[config.mk]
export PLATFORM = sky130hd
export DESIGN_NAME = rs_ff_flat
export DESIGN_NICKNAME = d
export VERILOG_FILES = /design/src/rtl/rs_ff_if.sv /design/src/rtl/rs_ff.sv /design/src/flat_wrapper.sv
export SDC_FILE = /design/constraint.sdc
export NUM_CORES = 1
export LEC_CHECK = 0
export ABC_AREA = 0
export BUFFER_PORTS_ARGS = -buffer_cell sky130_fd_sc_hd__buf_2
export CAP_MARGIN = 20
export CORE_AREA = 3 3 40 42
export CTS_BUF_LIST = sky130_fd_sc_hd__clkbuf_8
export DETAILED_ROUTE_END_ITERATION = 8
export DIE_AREA = 0 0 43 45
export HOLD_SLACK_MARGIN = 0.1
export PLACE_DENSITY = 0.86
export SYNTH_ARGS = -nofsm -noshare
export SYNTH_HDL_FRONTEND = slang
export SYNTH_SLANG_ARGS = --single-unit
[constraint.sdc]
create_clock -name clk -period 5.6 [get_ports clk]
set_input_delay 0.84 -clock clk [delete_from_list [all_inputs] [get_ports clk]]
set_output_delay 0.84 -clock clk [all_outputs]
set_load 0.02 [all_outputs]
[src/rtl/rs_ff_if.sv]
// Request/status bundle for the rs_ff latch.
// master drives S/R; slave returns out, out_n, conflict, changed.
interface rs_ff_if;
  logic S;
  logic R;
  logic out;
  logic out_n;
  logic conflict;
  logic changed;

  modport master (
    output S, R,
    input  out, out_n, conflict, changed
  );

  modport slave (
    input  S, R,
    output out, out_n, conflict, changed
  );
endinterface

[src/rtl/rs_ff.sv]
// Deglitched set/reset latch: sync chain + stability filter per input.
// Ports: clk, reset (async, active-low), bus (rs_ff_if.slave).
module rs_ff #(
  parameter int   SYNC_STAGES = 2,
  parameter int   FILTER_LEN  = 1,
  parameter int   PRIORITY    = 0,
  parameter logic RESET_VALUE = 1'b0
) (
  input logic   clk,
  input logic   reset,
  rs_ff_if.slave bus
);

  localparam logic [3:0] LAST = 4'(FILTER_LEN - 1);

  logic       ys, yr;
  logic       qs, qr;
  logic       qs_nxt, qr_nxt;
  logic       hit_s, hit_r;
  logic [3:0] cnt_s, cnt_r;
  logic       out_q, out_nxt;
  logic       conf_q, chg_q;

  generate
    if (SYNC_STAGES == 0) begin : g_nosync
      assign ys = bus.S;
      assign yr = bus.R;
    end else begin : g_sync
      logic [SYNC_STAGES-1:0] cs, cr;

      always_ff @(posedge clk or negedge reset) begin
        if (!reset) begin
          cs <= '0;
          cr <= '0;
        end else begin
          cs <= (cs << 1) | SYNC_STAGES'(bus.S);
          cr <= (cr << 1) | SYNC_STAGES'(bus.R);
        end
      end

      assign ys = cs[SYNC_STAGES-1];
      assign yr = cr[SYNC_STAGES-1];
    end
  endgenerate

  // A counter tracks how many edges the synced level has
  // disagreed with the qualified one; the last such edge accepts.
  assign hit_s  = (ys != qs) && (cnt_s == LAST);
  assign hit_r  = (yr != qr) && (cnt_r == LAST);
  assign qs_nxt = hit_s ? ys : qs;
  assign qr_nxt = hit_r ? yr : qr;

  // Resolve on the incoming qualified levels so out moves
  // on the same edge that qualifies the request.
  always_comb begin
    out_nxt = out_q;
    unique case (1'b1)
      qs_nxt && !qr_nxt: out_nxt = 1'b1;
      !qs_nxt && qr_nxt: out_nxt = 1'b0;
      qs_nxt && qr_nxt && (PRIORITY == 1):
        out_nxt = 1'b1;
      qs_nxt && qr_nxt && (PRIORITY == 2):
        out_nxt = 1'b0;
      default: out_nxt = out_q;
    endcase
  end

  always_ff @(posedge clk or negedge reset) begin
    if (!reset) begin
      qs     <= 1'b0;
      qr     <= 1'b0;
      cnt_s  <= '0;
      cnt_r  <= '0;
      out_q  <= RESET_VALUE;
      conf_q <= 1'b0;
      chg_q  <= 1'b0;
    end else begin
      qs <= qs_nxt;
      qr <= qr_nxt;
      if (ys == qs || hit_s) cnt_s <= '0;
      else                   cnt_s <= cnt_s + 4'd1;
      if (yr == qr || hit_r) cnt_r <= '0;
      else                   cnt_r <= cnt_r + 4'd1;
      out_q  <= out_nxt;
      conf_q <= qs_nxt & qr_nxt;
      chg_q  <= out_nxt ^ out_q;
    end
  end

  assign bus.out      = out_q;
  assign bus.out_n    = ~out_q;
  assign bus.conflict = conf_q;
  assign bus.changed  = chg_q;

endmodule

[src/flat_wrapper.sv]
// flat-port wrapper written by rule: the top's interface ports become plain ports
module rs_ff_flat 
#(
  parameter int   SYNC_STAGES = 2,
  parameter int   FILTER_LEN  = 1,
  parameter int   PRIORITY    = 0,
  parameter logic RESET_VALUE = 1'b0
)
  (clk, reset, bus_S, bus_R, bus_out, bus_out_n, bus_conflict, bus_changed);
  rs_ff_if bus_i ();
  input logic clk;
  input logic reset;
  input wire logic [$bits(bus_i.S)-1:0] bus_S;
  input wire logic [$bits(bus_i.R)-1:0] bus_R;
  output wire logic [$bits(bus_i.out)-1:0] bus_out;
  output wire logic [$bits(bus_i.out_n)-1:0] bus_out_n;
  output wire logic [$bits(bus_i.conflict)-1:0] bus_conflict;
  output wire logic [$bits(bus_i.changed)-1:0] bus_changed;
  assign bus_i.S = bus_S;
  assign bus_i.R = bus_R;
  assign bus_out = bus_i.out;
  assign bus_out_n = bus_i.out_n;
  assign bus_conflict = bus_i.conflict;
  assign bus_changed = bus_i.changed;
  rs_ff #(.SYNC_STAGES(SYNC_STAGES), .FILTER_LEN(FILTER_LEN), .PRIORITY(PRIORITY), .RESET_VALUE(RESET_VALUE)) u_core (.clk(clk), .reset(reset), .bus(bus_i));
endmodule
* Word level (Yosys, flattened, before mapping)
Index checks and enable logic that the tools add are counted.
Operators by class: bitwise logic cells 5, add/sub/neg operators 2, muxes and demuxes 5, reduce and logical (&&, ||, !) cells 10, eq/ne operators 4
Operators with widths (count):
- adder 4 x 1 -> 4 bit (second input constant) | 2
- logical NOT 4 bit | 2
- 2-to-1 mux 4 bit | 2
- logical AND 1 bit | 4
- OR 2 x 1 -> 2 bit | 2
- == test 1 bit | 2
- logical NOT 1 bit | 2
- logical OR 1 bit | 2
- 2-to-1 mux 1 bit | 2
- inequality test 1 bit | 2
- case mux 1 bit (2 select lines) | 1
- bitwise AND 1 bit | 1
- NOT 1 bit | 1
- XOR 1 bit | 1
Word-level totals: logic and storage cells 35, bits of input ports 4, output and inout bits 4, register bits after elaboration 17

* Logic depth before layout (Yosys ltp)
Gate-level depths: netlist of run 1.
depth in word-level cells 7, mapped depth 7, mapped depth without buffers 7

* Worst setup path before layout of run 1
OpenSTA, ideal clock, no wires.
kind reg2reg, start register u_core.cnt_s[0], end register u_core.out_q (netlist: u_core.bus.out), clock period less this slack 1.822 ns, slack 3.778 ns, library setup time 0.125 ns, arrival time 1.697 ns, required time 5.475 ns, stages on the path, launching flop included 7, cells stage by stage dfrtp_1 inv_1 ha_1 nor3b_2 mux2_2 ha_1 mux2_2
Between the ends: longest elaborated chain between the ends 6, elaborated cells on any way between the ends 7, those cells by class mux: 2; reduce/logical: 5
Ends and longest elaborated chain:
- from (decl) | RTL line rs_ff.sv:20 | logic [3:0] cnt_s, cnt_r;
- from (signal assigned) | RTL line rs_ff.sv:81 | else cnt_s <= cnt_s + 4'd1;
- logical NOT 4 bit * | RTL line rs_ff.sv:48 | assign hit_s = (ys != qs) && (cnt_s == LAST);
- logical AND 1 bit * | RTL line rs_ff.sv:48
- 2-to-1 mux 1 bit * | RTL line rs_ff.sv:50 | assign qs_nxt = hit_s ? ys : qs;
- named net u_core.qs_nxt | RTL line rs_ff.sv:18 | logic qs_nxt, qr_nxt;
- logical NOT 1 bit | RTL line rs_ff.sv:59 | !qs_nxt && qr_nxt: out_nxt = 1'b0;
- logical AND 1 bit | RTL line rs_ff.sv:59
- case mux 1 bit (2 select lines) * | RTL line rs_ff.sv:57 | unique case (1'b1)
- named net u_core.out_nxt | RTL line rs_ff.sv:21 | logic out_q, out_nxt;
- to (signal assigned) | RTL line rs_ff.sv:84 | out_q <= out_nxt;
- to (decl) | RTL line rs_ff.sv:21
Mark *: on every way through the listed nets, which the timed path passes. The rest lies on a longest branch.

* Worst setup path after layout of run 1
Same ends and word-level chain as after synthesis.

==> results.md, run 1 <==
- Required time of the worst setup path: 5.73 ns
- Post-route minimum period: 1.89 ns
- Met3 Use GR: 3.98%
- GR Util met2: 19.2%
- Worst R2R Setup Slack: 3.71 ns
- Setup TNS: 0 ns
- Final nets: 78
- DIE AREA: 0.00194 sq mm
- Power per cell area: 285 mW/mm^2
- Final core utilization: 63.0%
- Arrival time at the worst endpoint: 2.02 ns
- Mapped Area: 711 sq um
- Row count: 13
- CP cell instances: inv_1, ha_1, nor3b_2, mux2_2, ha_1, mux2_2
- IO Pins: 8
- RSZ-0062 raised after global routing: false
- Synth cell count leaders: dfrtp_1 (17), nor2_1 (9), inv_1 (8)
- WS Path Type: reg2reg
- Syn_area_per_cell: 12.7 sq um
- Setup-failing EPs final: 0
- Clk sinks: 17
- Finished Cell Area: 810 sq um
- Final Max Tran Viols: 0
- Ant diodes: 0
- Fin Clk Skew: 0.00256 ns
- Cells after Synth: 56
- Core box area: 0.00128 sq mm
- Via count: 384
- Status: finished clean
- Vias in the first global route: 389
- Detailed Routing Iterations Pass 1: 2
- Critical path buffer and inverter count: 1
- Syn. warnings: 0
- Grt ovf: 0
- Seq cells post-synth: 17
- Final WL: 911 um
- Share of the yosys chip area belonging to registers: 59.9%
- Min-Delay Path Depth: 0
- Layout cells sized above 1: 23.9%
- Fin. Hold Viols: 0
- Maxcap violations: 0
- P_leak: 0.000400 uW
- Hold Path End: u_core.g_sync.cr[1]
- Die Y: 45 um
- HPWL Detailed: 661 um
- Most used routing layer: met2
- Worst VDD drop: 0.208 mV
- Gr usage total: 12.1%
- Initial Util: 55.3%
- Main synth FF type: dfrtp_1
- Worst hold margin: 0.353 ns
- Hold_buf cts: 0
- Vias/cell: 4.68
- Crit Path Max Fanout: 4
- Most common cell in the synthesized netlist: dfrtp_1
- Clock Latency Late Sink: 0.24 ns
- Max clock buf depth: 2
- CTS tree: built
- HP Class: reg2reg
- CP max stage cell: dfrtp_1
- FMAX: 528 MHz
- Worst-path clk slew: 0.06 ns
- EDFF count, synth: 0
- Worst rel slew slack: 76.8%
- R2r worst-path depth: 6
- Asr flop ratio synth: 100%
- Worst setup margin: 3.71 ns
- Crit share post-route: 33.8%
- GPL Wtd Cong: 0.685
- Area leader, netlist: dfrtp_1
- Crit-path leading delay family: multiplexers
- Largest cells by area after synthesis: dfrtp_1 (60%), ha_1 (11%), xor2_1 (4.9%)
- Distinct cells, synth: 11
- Worst r2r dst: u_core.bus.out
- Wire per inst: 11.1 um
- Largest net degree at the start of global routing: 18
- Initial antenna violation count: 0
- Grt met1 use: 12.8%
- Area Growth Syn to Fin: 13.9%
- CTS HTree Levels: 1
- Post-route ant nets: 0
- Syn Nets: 66
- CP max stage delay: 0.40 ns
- CTS root buf: clkbuf_8
- Post-route DRC: 0
- Yosys top cell area share: 59.9%
- DIE WIDTH: 43 um
- Initial drt markers: 2
- Worst Hold Launch: u_core.g_sync.cr[0]
- Post-CTS Setup Inserts: 0
- Worst-Margin Slew: 0.348 ns
- CTS buffer count: 3
- Port buffer count: 7
- Crit path launch type: flop
- Wire length of the first global-routing pass: 1.57 mm
- Reg-to-reg startpoint: u_core.cnt_s[0]
- Resize count post-CTS: 0
- Setup crit end kind: flop
- Dpl ws: 3.70 ns
- Placed instance area: 764 sq um
==> layout make-up <==
cell class | instances | area [sq um]
flip-flops and latches | 17 | 425
repair buffers | 7 | 35.0
clock buffers | 3 | 41.3
well taps | 15 | 18.8
multi-input cells | 31 | 255
clock inverters | 1 | 3.75
fillers | 91 | 475
inverters | 8 | 30.0
==> where the power goes <==
part           internal [uW]  switching, uW  total, uW  leakage (uW)
Combinational           6.39           10.3       16.7      0.000152
Sequential               127           2.53        130      0.000221
Clock                   48.5           36.0       84.5     0.0000269
==> layout by cell type (no fill, tap or decap), drive strengths merged <==
| cell type | n |
|---|---|
| mux2 | 2 |
| dfrtp | 17 |
| clkbuf | 3 |
| mux2i | 1 |
| nand3 | 2 |
| nor2 | 9 |
| nor3b | 2 |
| ha | 6 |
| xnor2 | 3 |
| inv | 9 |
| buf | 7 |
| nand2b | 2 |
| xor2 | 4 |
==> worst reg2reg max path, cell delays in order (launching register included) <==
cell and delay (ns):
dfrtp_1 0.40, inv_1 0.07, ha_1 0.12, nor3b_2 0.17, mux2_2 0.38, ha_1 0.30, mux2_2 0.33
==> registers in the layout (all words and copies together), names as in the netlist <==
name and cells:
u_core.bus.changed 1, u_core.bus.conflict 1, u_core.bus.out 1, u_core.cnt_r 4, u_core.cnt_s 4, u_core.g_sync.cr 2
u_core.g_sync.cs 2, u_core.qr 1, u_core.qs 1
==> cells by family (layout without fill, tap and decap cells) <==
logic type               count (synthesis)  count (layout)  share of synthesized area [%]
XOR/XNOR                                 7               7                           8.63
adder cells (fa/ha/maj)                  6               6                           10.6
buffers and inverters                    8              19                           4.23
flip-flops                              17              17                           59.9
multiplexers                             3               3                           4.58
AND/OR/NAND/NOR                         15              15                           12.1
==> metrics by stage <==
step                      cells  total power, uW
after CTS                    82              234
after detailed placement     78              149
final                        82              231
after floorplan              56              142
after global routing         82              243
after global placement       78              148
==> how the worst max path moves through the flow <==
stage / from / to / cells after the start
4_1_cts: u_core.cnt_s[0] / u_core.bus.out / 6
6_report: u_core.cnt_s[0] / u_core.bus.out / 6
5_1_grt: u_core.cnt_s[0] / u_core.bus.out / 6
3_3_place_gp: u_core.cnt_s[0] / u_core.bus.out / 6
2_1_floorplan: u_core.cnt_s[0] / u_core.bus.out / 6
3_5_place_dp: u_core.cnt_s[0] / u_core.bus.out / 6
==> routing by layer <==
metal  vias up  wire length [um]
li1        193                 -
met1       176               377
met2        10               441
met4         0                38
met5         -                 0
met3         5                53
Power figures use the tool's default switching activity.
==> run 2: changes to the inputs <==
==> constraint.sdc (replaced) <==
create_clock -name clk -period 1.8 [get_ports clk]
set_input_delay 0.27 -clock clk [delete_from_list [all_inputs] [get_ports clk]]
set_output_delay 0.27 -clock clk [all_outputs]
set_load 0.02 [all_outputs]
==> run 2 against run 1 <==
The run now ends with setup timing left. Sequential power grew to 3.1 times the previous value. Flip-flop and latch count is the same. Setup slack lost 3.7 ns. Clock skew is essentially flat. Maximum frequency grew 4.6%. Critical path type unchanged.
==> results.md, run 2 (same netlist as run 1, synthesis figures left out) <==
- Status: complete, but fails checks
- Detailed Routing Iterations Pass 1: 4
- Crit path launch type: flop
- Worst rel slew slack: 76.6%
- Clk sinks: 17
- Final Max Tran Viols: 0
- Switching Share: 21.4%
- CP max stage delay: 0.38 ns
- Wire per inst: 11.1 um
- GR Util met2: 23.1%
- P_int: 574 uW
- Post-route DRC: 0
- Post-route minimum period: 1.81 ns
- Wire length of the first global-routing pass: 1.81 mm
- Vias in the first global route: 446
- Arrival time at the worst endpoint: 1.94 ns
- Setup TNS: -0.00967 ns
- Fill cells: 84
- Crit Path Max Fanout: 2
- Fin. Hold Viols: 0
- Ant diodes: 0
- Maxcap violations: 0
- Post-route ant nets: 0
- Finished Cell Area: 908 sq um
- WS Path Type: reg2reg
- HPWL Detailed: 700 um
- Final nets: 84
- DIE WIDTH: 43 um
- Initial drt markers: 2
- CTS tree: built
- Most frequent cells in the layout: dfrtp_1 (17), nor2_1 (9), inv_1 (7), buf_2 (7), buf_4 (5)
- IO Pins: 8
- Met3 Use GR: 3.59%
- Worst setup margin: -0.00967 ns
- Initial Util: 55.3%
- Gate power share: 8.5%
- Worst-Margin Slew: 0.351 ns
- Placed instance area: 803 sq um
- Port buffer count: 7
- CTS root buf: clkbuf_8
- Total Power: 731 uW
- Vias/cell: 4.68
- DIE AREA: 0.00194 sq mm
- CTS buffer count: 3
- Clock share of power: 36.3%
- Area Growth Syn to Fin: 27.8%
- Row count: 13
- Crit share post-route: 101%
- FMAX: 553 MHz
- Clock Latency Late Sink: 0.25 ns
- Most used routing layer: met2
- CP cell instances: inv_1, ha_2, nor3b_4, mux2_4, ha_4, mux2_4
- Power per cell area: 805 mW/mm^2
- Failing checks: setup timing
- Required time of the worst setup path: 1.93 ns
- Worst VDD drop: 0.549 mV
- Top flop regs: u_core.cnt_r: 4 flops, u_core.cnt_s: 4 flops
- RSZ-0062 raised after global routing: true
- Dpl ws: -0.0193 ns
- Initial antenna violation count: 0
- Largest net degree at the start of global routing: 18
- Grt met1 use: 14.7%
- Worst-path clk slew: 0.06 ns
- Setup crit end kind: flop
- Flop pwr share: 55.3%
- Gr usage total: 13.2%
- Max clock buf depth: 2
- Critical path buffer and inverter count: 1
- Switching Power: 157 uW
- P_leak: 0.000444 uW
- Most common cell after layout, fill and taps aside: dfrtp_1
- Grt ovf: 0
- Die Y: 45 um
- CTS HTree Levels: 1
- CP max stage cell: dfrtp_1
- Setup-failing EPs final: 1
- HP Class: in2reg
- Via count: 412
- Final WL: 980 um
- Fin Clk Skew: 0.00252 ns
- Core box area: 0.00128 sq mm
- Crit-path leading delay family: multiplexers
- Layout cells sized above 1: 37.0%
- Most common cell on crit path: mux2_4
- GPL Wtd Cong: 0.753
-- run 2: cell count changes in the layout (fill, tap and decap cells not counted), sizes merged --
cell / delta
buf: +5
dlygate4sd3: +1
-- run 2: area by class of cell --
cell class,count,area (sq um),share of cell area [%]
Sequential cell,17,425,46.8
Inverter,8,30.0,3.31
Clock buffer,3,41.3,4.55
Clock inverter,1,3.75,0.413
Tap cell,15,18.8,2.07
Timing Repair Buffer,13,82.6,9.09
Multi-Input combinational cell,31,307,33.7
-- run 2: timing repair --
action	4_1_cts	5_1_grt
setup endpoints to repair	1	1
gates resized for setup	5	4
pin swaps	2	3
buffers inserted	1	1
hold buffers	1	0
endpoints found under the hold margin	17	0
-- run 2: power by group through the flow --
stage / registers (uW) / clock network, uW / logic [uW]
final: 404 / 265 / 61.9
after global routing: 406 / 291 / 67.5
after CTS: 404 / 274 / 63.2
after detailed placement: 410 / 0 / 56.8
after global placement: 409 / 0 / 55.9
after floorplan: 418 / 0 / 25.4
-- run 2: per-stage QoR --
step                      hold WS, ns  util (%)  cells
after floorplan               -0.0256         -     56
after global placement          0.201      62.5     81
after detailed placement        0.203      62.5     81
after CTS                       0.123      69.1     87
after global routing            0.117      70.7     88
final                           0.126      70.7     88
-- run 2: per-layer routing --
metal,vias up,part of all wire [%]
li1,204,-
met2,9,49
met5,-,0
met1,197,44
met3,2,4.8
met4,0,1.7
-- run 2: worst paths after layout --
check	endpoint	from	slack, ns	cells past startpoint
min	u_core.g_sync.cs[0]	bus_S	0.13	1
min in group asynchronous	u_core.g_sync.cs[1]	reset	0.47	2
max reg2reg	u_core.bus.out	u_core.cnt_s[1]	-0.01	6
max in group asynchronous	u_core.cnt_r[2]	reset	1.07	2
max	u_core.bus.out	u_core.cnt_s[1]	-0.01	6
min reg2reg	u_core.g_sync.cs[1]	u_core.g_sync.cs[0]	0.35	0
-- run 2: worst register-to-register path, stage by stage, from the launching register on --
cell     delay [ns]
dfrtp_1        0.38
inv_1          0.06
ha_2           0.15
nor3b_4        0.20
mux2_4         0.34
ha_4           0.27
mux2_4         0.29
==> run 3: changes to the inputs <==
--- a/config.mk
+++ b/config.mk
@@ -14,6 +14,7 @@
 export DIE_AREA = 0 0 43 45
 export HOLD_SLACK_MARGIN = 0.1
 export PLACE_DENSITY = 0.86
+export RECOVER_POWER = 100
 export SYNTH_ARGS = -nofsm -noshare
 export SYNTH_HDL_FRONTEND = slang
 export SYNTH_SLANG_ARGS = --single-unit
==> run 3 against run 2 <==
The run still ends with setup timing left. Setup slack worse by 0.0016 ns. Worst hold slack about the same. Design area down 0.69%. Largest cell class unchanged. Largest power group unchanged.
==> results.md, run 3 (same netlist as run 1, synthesis figures left out) <==
- RSZ-0062 raised after global routing: true
- Critical path launch point: u_core.cnt_s[1]
- Top flop regs: u_core.cnt_r: 4 flops, u_core.cnt_s: 4 flops
- Setup crit end kind: flop
- DIE WIDTH: 43 um
- Reg-to-reg startpoint: u_core.cnt_s[1]
- Area Growth Syn to Fin: 26.9%
- CTS HTree Levels: 1
- Wire length of the first global-routing pass: 1.81 mm
- Clock Latency Late Sink: 0.25 ns
- Power per cell area: 808 mW/mm^2
- Final core utilization: 70.2%
- Largest net degree at the start of global routing: 18
- P_leak: 0.000428 uW
- HP Class: in2reg
- Initial drt markers: 2
- CP cell instances: inv_1, ha_2, nor3b_4, mux2_4, ha_4, mux2_4
- Required time of the worst setup path: 1.93 ns
- Initial antenna violation count: 0
- Worst rel slew slack: 43.9%
- CP max stage delay: 0.38 ns
- Most frequent cells in the layout: dfrtp_1 (17), nor2_1 (9), inv_1 (7)
- Crit Path Max Fanout: 2
- Placed instance area: 803 sq um
- Finished Cell Area: 902 sq um
- Row count: 13
- FMAX: 552 MHz
- Worst-path clk slew: 0.06 ns
- Most common cell after layout, fill and taps aside: dfrtp_1
- Clk sinks: 17
- IO Pins: 8
- Crit path launch type: flop
- WS Path Type: reg2reg
- Post-route minimum period: 1.81 ns
- Max clock buf depth: 2
- CTS buffer count: 3
- Worst-Margin Slew: 0.841 ns
- Setup-failing EPs final: 1
- Die Y: 45 um
- Final WL: 982 um
- Status: complete, but fails checks
- Crit share post-route: 101%
- Maxcap violations: 0
- Grt ovf: 0
- Most common cell on crit path: mux2_4
- Fin Clk Skew: 0.00260 ns
- Final nets: 84
- Worst setup margin: -0.0113 ns
- Initial Util: 55.3%
- Core box area: 0.00128 sq mm
- GPL Wtd Cong: 0.753
- Ant diodes: 0
- Layout Cells excl Fill: 88
- Vias/cell: 4.66
- Wire per inst: 11.2 um
- Detailed Routing Iterations Pass 1: 4
- Port buffer count: 7
- Gr usage total: 13.2%
- Arrival time at the worst endpoint: 1.94 ns
- Via count: 410
- Failing checks: setup timing
- HPWL Detailed: 700 um
- Layout cells sized above 1: 30.1%
- CP max stage cell: dfrtp_1
- Final Max Tran Viols: 0
- Dpl cells: 81
- Vias in the first global route: 446
- Post-route DRC: 0
- Fin. Hold Viols: 0
- CTS root buf: clkbuf_8
- Worst Hold Launch: bus_S
- DIE AREA: 0.00194 sq mm
- CTS tree: built
- Post-route ant nets: 0
- Worst VDD drop: 0.549 mV
[run 3: cell types whose count changed in the layout (fill, tap and decap cells not counted)]
cell,delta
buf_2,-5
clkbuf_1,+5
[run 3: repair_timing]
| item | in CTS | in global routing |
|---|---|---|
| hold endpoints to repair | 17 | 0 |
| hold buffers | 1 | 0 |
| endpoints found under the setup margin | 1 | 1 |
| buffers inserted | 1 | 1 |
| resized for setup | 5 | 4 |
| cloned | 0 | 0 |
| pin swaps | 2 | 3 |
[run 3: per-layer routing]
| metal | GRT usage (%) | vias to the layer above | routed length [um] |
|---|---|---|---|
| met5 | 0 | - | 0 |
| met4 | 7.23 | 0 | 17 |
| met3 | 3.59 | 2 | 37 |
| met2 | 23.1 | 9 | 484 |
| met1 | 14.7 | 195 | 443 |
| li1 | - | 204 | - |
[run 3: worst paths after layout]
check | endpoint | slack (ns) | cells past startpoint
setup reg to reg | u_core.bus.out | -0.01 | 6
hold reg to reg | u_core.g_sync.cs[1] | 0.35 | 0
max in group asynchronous | u_core.cnt_r[2] | 0.63 | 2
hold / removal | u_core.g_sync.cs[0] | 0.13 | 1
min in group asynchronous | u_core.g_sync.cs[1] | 0.65 | 2
setup / recovery | u_core.bus.out | -0.01 | 6
[run 3: power breakdown]
part	internal, uW	total (uW)	switching [uW]
sequential	396	404	8.38
combinational	24.6	59.1	34.5
clock	151	265	114
total	571	729	157
[run 3: stage by stage]
stage | TNS, ns | hold slack, ns | power (uW) | worst slack, ns
after floorplan | 0 | -0.0256 | 444 | 0.0175
after global placement | 0 | 0.201 | 465 | 0.0244
after detailed placement | -0.0193 | 0.203 | 467 | -0.0193
after CTS | -0.00739 | 0.123 | 741 | -0.00739
after global routing | -0.0717 | 0.117 | 762 | -0.0717
final | -0.0113 | 0.126 | 729 | -0.0113
[run 3: final cells by class]
cell class / instances / area, sq um
timing repair buffer: 13 / 76.3
inverter: 8 / 30.0
clock inverter: 1 / 3.75
sequential: 17 / 425
fill: 89 / 383
clock buffer: 3 / 41.3
multi-input combinational: 31 / 307
tap: 15 / 18.8
[run 3: worst max-delay path, delay by kind of cell (launching register included)]
family	cells	cell delay, ns
muxes	2	0.63
adders and majority gates	2	0.43
DFF	1	0.38
and+or+nand+nor	1	0.20
buffers and inverters	1	0.06
